### config.mk
export PLATFORM = sky130hd
export DESIGN_NAME = btb_2bit_param
export DESIGN_NICKNAME = d
export VERILOG_FILES = /design/src/rtl/btb_2bit_param.sv
export SDC_FILE = /design/constraint.sdc
export NUM_CORES = 1
export LEC_CHECK = 0
export BUFFER_PORTS_ARGS = -buffer_cell sky130_fd_sc_hd__buf_2
export CORE_ASPECT_RATIO = 0.9
export CORE_UTILIZATION = 62
export CTS_CLUSTER_SIZE = 8
export DETAILED_ROUTE_END_ITERATION = 10
export PLACE_DENSITY = 0.79
export SLEW_MARGIN = 10
export SYNTH_ARGS = -nofsm -noshare
export SYNTH_HDL_FRONTEND = slang
export SYNTH_SLANG_ARGS = --single-unit
### constraint.sdc
create_clock -name clk -period 5.44 [get_ports clk]
set_input_delay 0.816 -clock clk [delete_from_list [all_inputs] [get_ports clk]]
set_output_delay 0.816 -clock clk [all_outputs]
set_load 0.02 [all_outputs]
### src/rtl/btb_2bit_param.sv
// Branch target buffer: direct-mapped table with a 2-bit saturating predictor and a mispredict statistic.
// Lookup is zero-cycle from registered state; updates take effect at the next edge. No backpressure: one update per cycle is accepted.
module btb_2bit_param #(
  parameter int         ENTRIES   = 16,
  parameter logic [1:0] ALLOC_CTR = 2'b10,
  parameter int         CNT_W     = 16
) (
  input  logic             clk,
  input  logic             rst_n,
  input  logic [31:0]      pc4,
  output logic             hit,
  output logic             pred_taken,
  output logic [31:0]      pred_target,
  input  logic             upd_en,
  input  logic [31:0]      upd_pc4,
  input  logic             upd_taken,
  input  logic [31:0]      upd_target,
  input  logic             flush,
  output logic [CNT_W-1:0] mispred_cnt
);
  localparam int IDX_W = $clog2(ENTRIES);
  localparam int TAG_W = 30 - IDX_W;

  logic [ENTRIES-1:0] r_valid;
  logic [1:0]         r_ctr    [ENTRIES];
  logic [TAG_W-1:0]   r_tag    [ENTRIES];
  logic [31:0]        r_target [ENTRIES];
  logic [CNT_W-1:0]   r_mispred_cnt;

  logic [IDX_W-1:0] w_idx;
  logic [TAG_W-1:0] w_tag;
  logic [IDX_W-1:0] w_u_idx;
  logic [TAG_W-1:0] w_u_tag;
  logic             w_u_hit;
  logic             w_u_pred;
  logic             w_mispred;
  logic             w_alloc;
  logic             w_train;

  assign w_idx       = pc4[IDX_W+1:2];
  assign w_tag       = pc4[31:IDX_W+2];
  assign hit         = r_valid[w_idx] && (r_tag[w_idx] == w_tag);
  assign pred_taken  = hit & r_ctr[w_idx][1];
  assign pred_target = hit ? r_target[w_idx] : 32'h0;

  // Update path has its own comparator so it never depends on the fetch address.
  assign w_u_idx   = upd_pc4[IDX_W+1:2];
  assign w_u_tag   = upd_pc4[31:IDX_W+2];
  assign w_u_hit   = r_valid[w_u_idx] && (r_tag[w_u_idx] == w_u_tag);
  assign w_u_pred  = w_u_hit & r_ctr[w_u_idx][1];
  assign w_mispred = upd_en && (w_u_pred != upd_taken);
  assign w_alloc   = upd_en && !flush && !w_u_hit && upd_taken;
  assign w_train   = upd_en && !flush && w_u_hit;

  always_ff @(posedge clk or negedge rst_n) begin
    if (!rst_n) begin
      r_valid <= '0;
      for (int i = 0; i < ENTRIES; i++) r_ctr[i] <= 2'b01;
    end else begin
      if (flush)        r_valid          <= '0;
      else if (w_alloc) r_valid[w_u_idx] <= 1'b1;

      if (w_alloc) begin
        r_ctr[w_u_idx] <= ALLOC_CTR;
      end else if (w_train) begin
        if (upd_taken) begin
          if (r_ctr[w_u_idx] != 2'b11) r_ctr[w_u_idx] <= r_ctr[w_u_idx] + 2'd1;
        end else begin
          if (r_ctr[w_u_idx] != 2'b00) r_ctr[w_u_idx] <= r_ctr[w_u_idx] - 2'd1;
        end
      end
    end
  end

  // Tag and target carry no reset; they are only observable behind a set valid bit.
  always_ff @(posedge clk) begin
    if (w_alloc) begin
      r_tag[w_u_idx]    <= w_u_tag;
      r_target[w_u_idx] <= upd_target;
    end else if (w_train && upd_taken) begin
      r_target[w_u_idx] <= upd_target;
    end
  end

  always_ff @(posedge clk or negedge rst_n) begin
    if (!rst_n)                              r_mispred_cnt <= '0;
    else if (w_mispred && r_mispred_cnt != '1) r_mispred_cnt <= r_mispred_cnt + CNT_W'(1);
  end

  assign mispred_cnt = r_mispred_cnt;
endmodule

* Yosys cells after proc, flatten, opt, wreduce, memory -nomap -nowiden *
Memory sizes are Yosys's and may differ from the RTL's.
Cells that the tools add are included.

cells by class
  equality and inequality tests = 6
  order comparisons = 6
  muxes and demuxes = 30
  reduce and logical (&&, ||, !) cells = 18
  $add $sub $neg = 3
  bitwise logic cells = 9

operators with widths
  cell                                                               number
  2-to-1 mux 32 bit                                                  7
  bitwise mux 32 bit                                                 2
  equality test 26 bit                                               2
  2-to-1 mux 16 bit                                                  2
  OR 16 bit                                                          2
  adder 16 x 1 -> 16 bit, second input constant                      1
  bitwise AND 16 bit                                                 1
  binary-select mux 2 bit (select 4 bit)                             2
  != test 16 bit, second input constant                              1
  NOT 16 bit                                                         1
  logical AND 1 bit                                                  11
  greater-or-equal comparator 5 bit, second input constant           2
  less-than comparator 4 x 5 -> 1 bit, second input constant         2
  2-to-1 mux 2 bit                                                   5
  NOT 4 -> 5 bit                                                     2
  binary-select mux 1 bit (select 4 bit)                             2
  demux 2 bit (select 4 bit)                                         1
  2-to-1 mux 1 bit                                                   8
  nonzero test 2 bit                                                 3
  less-than comparator 5 x 1 -> 1 bit, second input constant         1
  demux 1 bit (select 4 bit)                                         1
  greater-or-equal comparator 4 x 1 -> 1 bit, second input constant  1
  != test 3 x 1 -> 1 bit, second input constant                      1
  AND reduction 3 bit                                                1
  other kinds (8)                                                    10

storage, ports and cells
  word-level logic and storage cells = 92
  bits in registers = 64
  bits in writable memories = 928
  memories = 2
  bits of input ports = 101

memories
  memory    depth  width  read ports  clocked after Yosys merged registers in  write ports  RTL line  source
  r_target  16     32     1           0                                        1            27        logic [31:0] r_target [ENTRIES];
  r_tag     16     26     2           0                                        1            26        logic [TAG_W-1:0] r_tag [ENTRIES];

* Longest topological paths before layout *
Gate-level depths: netlist of the first run.

  depth after elaboration = 10
  depth in mapped cells = 17
  mapped depth without buffers = 11

* Least setup slack after synthesis of the first run *
Ideal clock, no wire load.

  path type = input to output
  from = input port pc4[2]
  to = output port pred_target[22]
  data arrival time = 4.245 ns
  setup slack = 0.379 ns
  buffers on the path = 4
  required time = 4.624 ns
  stages on the path = 10
  cells stage by stage = clkbuf_1 > clkbuf_1 > buf_1 > mux4_2 > mux4_2 > xnor2_1 > nand4_1 > nor4_1 > clkbuf_1 > and3_1

on the way
  cells in the longest elaborated chain, start to end = 4

ends and longest elaborated chain
  item                                                                                 RTL line  source
  start, declared                                                                      10        input logic [31:0] pc4,
  memory read (16 x 26 bit) or binary-select mux 1 bit (select 4 bit) (tied branches)  --
  equality test 26 bit or 2-to-1 mux 1 bit (tied branches)                             42        assign hit = r_valid[w_idx] && (r_tag[w_idx] == w_tag);
  logical AND 1 bit                                                                    42
  2-to-1 mux 32 bit (*)                                                                44        assign pred_target = hit ? r_target[w_idx] : 32'h0;
  end, declared                                                                        13        output logic [31:0] pred_target,

Mark *: on every way between the ends. The rest lies on a longest branch, timed or not. The select of a mux whose other input is x is not followed.

* Worst setup path after layout of the first run *
  from = input port pc4[2]
  to = output port pred_target[5]

Same word-level chain as after synthesis.

==> reports/qor.yml, run 1 <==
irDropWorstVdd_mv: 0.356
synth-xor-area-share_pct: 1.20
finalMaxSlewViolations: 0
yosys_warnings: 0
grt_pass1_wl_microns: 168000
ios: 151
fin_util_pct: 72.4
cp_max_fo: 34
cts-root-buf: "clkbuf_16"
final-setup-viol-count: 0
yosysUniqueCellTypes: 70
cts_setup_buffers: 0
synthTopCellsByArea: "edfxtp_1 65%, mux4_2 19%, mux2i_1 2.8%, dfrtp_1 2.8%, dfstp_2 0.98%"
routabilityCongestion: 0.895
drive_gt1_share_pct: 36.7
leakage_nw: 16.8
syn_area_sq_um: 43000
synth_top_family_by_area: "multiplexers"
clk_latency_ns: 0.72
synth_top_flop_cell: "edfxtp_1"
synth_compound_area_share_pct: 2.18
fin_crit_ns: 4.96
worstSetupStartpointType: "input port"
finalClockSkew_ns: 0.0241
tns_ns: 0
path_clk_slew_ns: 0.05
tightest_slew_ns: 1.17
drc: 0
numClockSinks: 992
start_util_pct: 62.7
wl_per_cell_microns: 34.7
gr-usage-all-layers_pct: 33.7
hold_buffers: 0
syn_to_final_growth_pct: 15.4
drt_iter0_markers: 3666
vias: 24200
core_sq_um: 68500
numCtsBuffers: 141
hold_viol_final: 0
critical_path_required_ns: 4.62
synth_edf_count: 928
fmax_mhz: 201
synth_seq_area_share_pct: 68.6
path_class: "input port to output port"
hold_class: "input port to asynchronous set/reset pin"
rows: 91
grt_pass1_vias: 24800
drt-vias-per-instance: 7.25
firstDrtPassIters: 5
finalCritPeriodShare_pct: 91.2
die-area_sq_um: 70400
synth-simple-area-share_pct: 3.05
mostFrequentLayoutCells: "928 x edfxtp_1, 370 x mux4_2, 143 x clkbuf_16"
ys_ff_latch: 992
post_cts_resized: 0
dp.final_hpwl_microns: 61700
portBuffers: 146
ant_nets: 0
rsz0062_at_grt: "false"
syn_inst: 2102
cp.arrival_ns: 4.15
layout_commonest_cell: "edfxtp_1"
final_cells: 3332
p_per_area_nw_per_um2: 361
grt_antenna_before_repair: 13
synth_area_per_cell_sq_um: 20.4
async_flop_share_pct: 6.45
crit_path_end_kind: "output port"
synth_fa_ha_area_share_pct: 0.0873
grt_overflow: 0
nets: 2462
cts_tree: "yes"
htreeDepth: 4
synth_top_area_share_pct: 64.8
yosysTopAreaCell: "edfxtp_1"
outcome: "complete, no violations"
grt_max_degree: 101
muxShareOfSynthArea_pct: 23.4
fp.dieH_microns: 252
wl_microns: 116000
maxCapViolCount: 0
synth.net_count: 2206
die_w_microns: 280
relSlewSlack_pct: 21.8
clockBufferDepth: 3
dp_cells: 3145
[layout make-up]
cell class / instances / area [sq um]
Clock buffer: 166 / 3660
Tap cell: 930 / 1160
Fill cell: 3883 / 18900
Antenna cell: 8 / 20.0
Inverter: 7 / 26.3
Timing Repair Buffer: 244 / 1860
Clock inverter: 13 / 268
Multi-Input combinational cell: 972 / 13100
Sequential cell: 992 / 29500
[critical path, stage by stage]
cell and delay (ns):
buf_8 0.25, buf_12 0.30, mux4_2 0.55, mux4_2 0.53, xnor2_1 0.18, nand4_1 0.20
nor4_2 0.37, buf_4 0.42, and3_1 0.24, buf_2 0.18
[where the power goes]
group / switching, mW / total (mW) / internal [mW]
clock network: 3.21 / 7.95 / 4.74
registers: 0.0953 / 8.60 / 8.51
logic: 0.746 / 1.35 / 0.600
[stage by stage]
stage	power [mW]	hold WS, ns	cell area, sq um	setup WS (ns)
after floorplan	9.55	0.473	43000	0.379
after global placement	9.98	0.472	45600	0.474
after detailed placement	10.0	0.475	45600	0.415
after CTS	17.9	0.262	49600	0.478
after global routing	18.3	0.315	49600	0.374
final	17.9	0.280	49600	0.477
[cell usage after synthesis, drive strengths merged, types with 6 or more instances]
library cell    n
a221oi          6
clkbuf         70
xor2           17
a21oi          23
mux2           38
xnor2          42
a22o           13
a22oi          36
nor2b           9
inv             7
nand4          12
nor3           13
and2            7
o21ai           8
buf            61
and3           44
nand3          25
nand2          48
mux4          370
nor2           74
dfrtp          48
dfstp          16
edfxtp        928
mux2i         122
[path summary, 6_finish.rpt]
| check | start | to | slack (ns) | depth (start not counted) |
|---|---|---|---|---|
| worst max register to register | r_tag[14][14] | r_ctr[9] | 1.52 | 10 |
| max in group asynchronous | rst_n | r_valid[4] | 4.63 | 2 |
| worst min-delay path | rst_n | mispred_cnt[11] | 0.28 | 2 |
| min in group clk | upd_target[0] | r_target[0][0] | 0.48 | 1 |
| worst min register to register | mispred_cnt[9] | mispred_cnt[9] | 0.49 | 1 |
| worst max-delay path | pc4[2] | pred_target[5] | 0.48 | 10 |
[sequential cells by signal (all words and copies together), names as in the netlist]
| register | count |
|---|---|
| r_target | 512 |
| r_tag | 416 |
| r_ctr | 32 |
| mispred_cnt | 16 |
| r_valid | 16 |
[layer usage]
metal  part of all wire (%)  GRT usage [%]  up-vias
met4                    3.9           14.0       10
met5                  0.055              0        -
met2                     49           52.5     1861
li1                       -              -     9382
met3                     11           8.59      327
met1                     36           45.9    12600
[logic make-up after synthesis]
group                      Yosys count
buffers and inverters              138
DFF                                992
muxes                              530
xor gates and xnor gates            59
and+or+nand+nor                    255
AOI/OAI and AO/OA                  125
adders and majority gates            3
No activity file was read; power rests on OpenSTA's default activity.
==> run 2, diff against run 1 <==
- CELL_PAD_IN_SITES_DETAIL_PLACEMENT: not set -> 1
- CELL_PAD_IN_SITES_GLOBAL_PLACEMENT: not set -> 1
- CORE_UTILIZATION: 62 -> 55
==> run 2 against run 1 <==
Worst hold slack got worse by 0.011 ns. Combinational power up 3%. Critical endpoint is now pred_target[13]. Largest cell class unchanged. Power rose by 1.6%. Highest routed layer unchanged. Utilization down 7.4 points. Via count rose by 1.5%. Largest power group unchanged. Cell area grew 0.54%. Routed wire length increased by 10%.
==> reports/qor.yml, run 2 (synthesized netlist as in run 1, its figures left out) <==
cp_max_fo: 34  # unchanged
grt_pass1_wl_microns: 184000  # +10%
fmax_mhz: 195  # -3.1%
die_w_microns: 297  # +6.1%
critPathTopFamily: "multiplexers"
vias: 24500  # +1.5%
tns_ns: 0  # unchanged
grt_pass1_vias: 26200  # +5.2%
cts_tree: "yes"
drt-vias-per-instance: 7.11  # -1.9%
drt_iter0_markers: 3418  # -6.8%
design_area_sq_um: 49900  # +0.54%
crit_slowest_cell: "mux4_2"
regMostFlops: "r_target"
clockBufferDepth: 3  # unchanged
firstDrtPassIters: 7  # +2
irDropWorstVdd_mv: 0.329  # -7.6%
maxCapViolCount: 0  # unchanged
nFillCells: 6198  # +60%
numCtsBuffers: 142  # +0.71%
crit_chain: "buf_8 -> buf_12 -> mux4_2 -> mux4_2 -> xnor2_1 -> nand4_1 -> nor4_2 -> buf_12 -> and3_1 -> buf_2"
p_sw_share_pct: 23.6  # +0.99 points
hold_viol_final: 0  # unchanged
rsz0062_at_grt: "false"
gr-usage-all-layers_pct: 33.1  # -0.58 points
grt_antenna_before_repair: 8  # -5
path_clk_slew_ns: 0.05  # about the same
finalCritPeriodShare_pct: 94.1  # +2.9 points
worstSetupStartpointType: "input port"
regToRegSetupSlack_ns: 1.21  # -0.31 ns
routabilityCongestion: 0.867  # -3.2%
power_mw: 18.2  # +1.6%
layout_commonest_cell: "edfxtp_1"
fin_crit_ns: 5.12  # +0.158 ns
reg.largest.list: "r_target (512), r_tag (416), r_ctr (32)"
p_comb_share_pct: 7.7  # +0.2 points
p_switching_mw: 4.30  # +6.0%
worstRegToRegCells: 10  # unchanged
place_area_sq_um: 45800  # +0.27%
final_cells: 3450  # +3.5%
p_per_area_nw_per_um2: 365  # +1.0%
cts_setup_buffers: 0  # unchanged
largest_reg_flops: 512  # unchanged
dp.final_hpwl_microns: 71200  # +15%
portBuffers: 146  # unchanged
finalClockSkew_ns: 0.0486  # +0.0245 ns
rr_startpoint: "r_tag[5][14]"
start_util_pct: 56.0  # -6.7 points
nets: 2473  # +0.45%
power.share.sequential_pct: 47.3  # -0.7 points
core_sq_um: 76800  # +12%
hold_class: "input port to asynchronous set/reset pin"
leakage_nw: 16.8  # +0.37%
htreeDepth: 4  # unchanged
path_class: "input port to output port"
critical_path_required_ns: 4.62  # about the same
dp_cells: 3254  # +3.5%
drive_gt1_share_pct: 36.9  # +0.19 points
fin_util_pct: 65.0  # -7.4 points
crit_path_end_kind: "output port"
post_cts_resized: 0  # unchanged
clk_latency_ns: 0.76  # +0.04 ns
wl_microns: 128000  # +10%
cp_slowest_stage_delay_ns: 0.56  # about the same
ios: 151  # unchanged
p_int_mw: 13.9  # +0.27%
hold_buffers: 0  # unchanged
wl_per_cell_microns: 37.0  # +6.5%
reg2reg_to: "r_ctr[17]"
syn_to_final_growth_pct: 16.0
cts-root-buf: "clkbuf_16"
clock_power_share_pct: 45.0  # +0.6 points
outcome: "complete, no violations"
final-setup-viol-count: 0  # unchanged
rows: 96  # +5.5%
numClockSinks: 992  # unchanged
ant_nets: 0  # unchanged
cp.arrival_ns: 4.31  # +0.16 ns
finalMaxSlewViolations: 0  # unchanged
drc: 0  # unchanged
grt_overflow: 0  # unchanged
critPathBufInv: 4  # unchanged
grt_max_degree: 77  # -24%
fp.dieH_microns: 267  # +6.1%
tightest_slew_ns: 1.17  # +0.00610 ns
relSlewSlack_pct: 21.4  # -0.41 points
die-area_sq_um: 79300  # +13%
mostFrequentLayoutCells: "928 x edfxtp_1, 370 x mux4_2, 142 x clkbuf_16"
==> run 2: cell count changes in the layout (fill, tap and decap cells not counted), sizes merged <==
| cell | change |
|---|---|
| clkinv | +7 |
| inv | -5 |
| buf | +10 |
| clkinvlp | +1 |
| clkbuf | +7 |
| diode | -1 |
==> run 2: final cells by class <==
cell class	instances	area (sq um)	area share [%]
Antenna cell	7	17.5	0.0351
Inverter	7	26.3	0.0527
Timing Repair Buffer	254	1860	3.72
Sequential cell	992	29500	59.1
Multi-Input combinational cell	972	13100	26.3
Tap cell	1029	1290	2.58
Clock buffer	173	3670	7.36
Clock inverter	16	410	0.823
==> run 2: worst max path at each step <==
stage | start | endpoint | slack [ns] | depth (start not counted)
finish | pc4[2] | pred_target[13] | 0.32 | 10
global route | pc4[2] | pred_target[13] | 0.22 | 10
CTS | pc4[2] | pred_target[13] | 0.33 | 10
detailed placement | upd_pc4[3] | r_tag[6][24] | 0.31 | 14
global placement | upd_pc4[3] | r_tag[15][19] | 0.35 | 13
floorplan | pc4[2] | pred_target[22] | 0.38 | 10
==> run 2: stage by stage <==
stage | hold slack [ns] | setup WS (ns)
after floorplan | 0.473 | 0.379
after global placement | 0.472 | 0.348
after detailed placement | 0.478 | 0.312
after CTS | 0.248 | 0.326
after global routing | 0.327 | 0.225
final | 0.269 | 0.318
==> run 2: per-layer routing <==
| metal | global-route usage [%] | part of all wire [%] | vias to the layer above |
|---|---|---|---|
| met5 | 0 | 0.021 | - |
| met4 | 14.0 | 3.6 | 4 |
| met3 | 6.66 | 8.6 | 300 |
| met2 | 53.1 | 50 | 1670 |
| met1 | 44.5 | 38 | 13100 |
| li1 | - | - | 9410 |
==> run 2: power groups by stage <==
stage	registers [mW]	clock network, mW	logic [mW]
global placement	8.71	0	1.30
detailed placement	8.73	0	1.35
floorplan	8.73	0	0.825
finish	8.60	8.19	1.39
global route	8.61	8.49	1.46
CTS	8.60	8.26	1.38
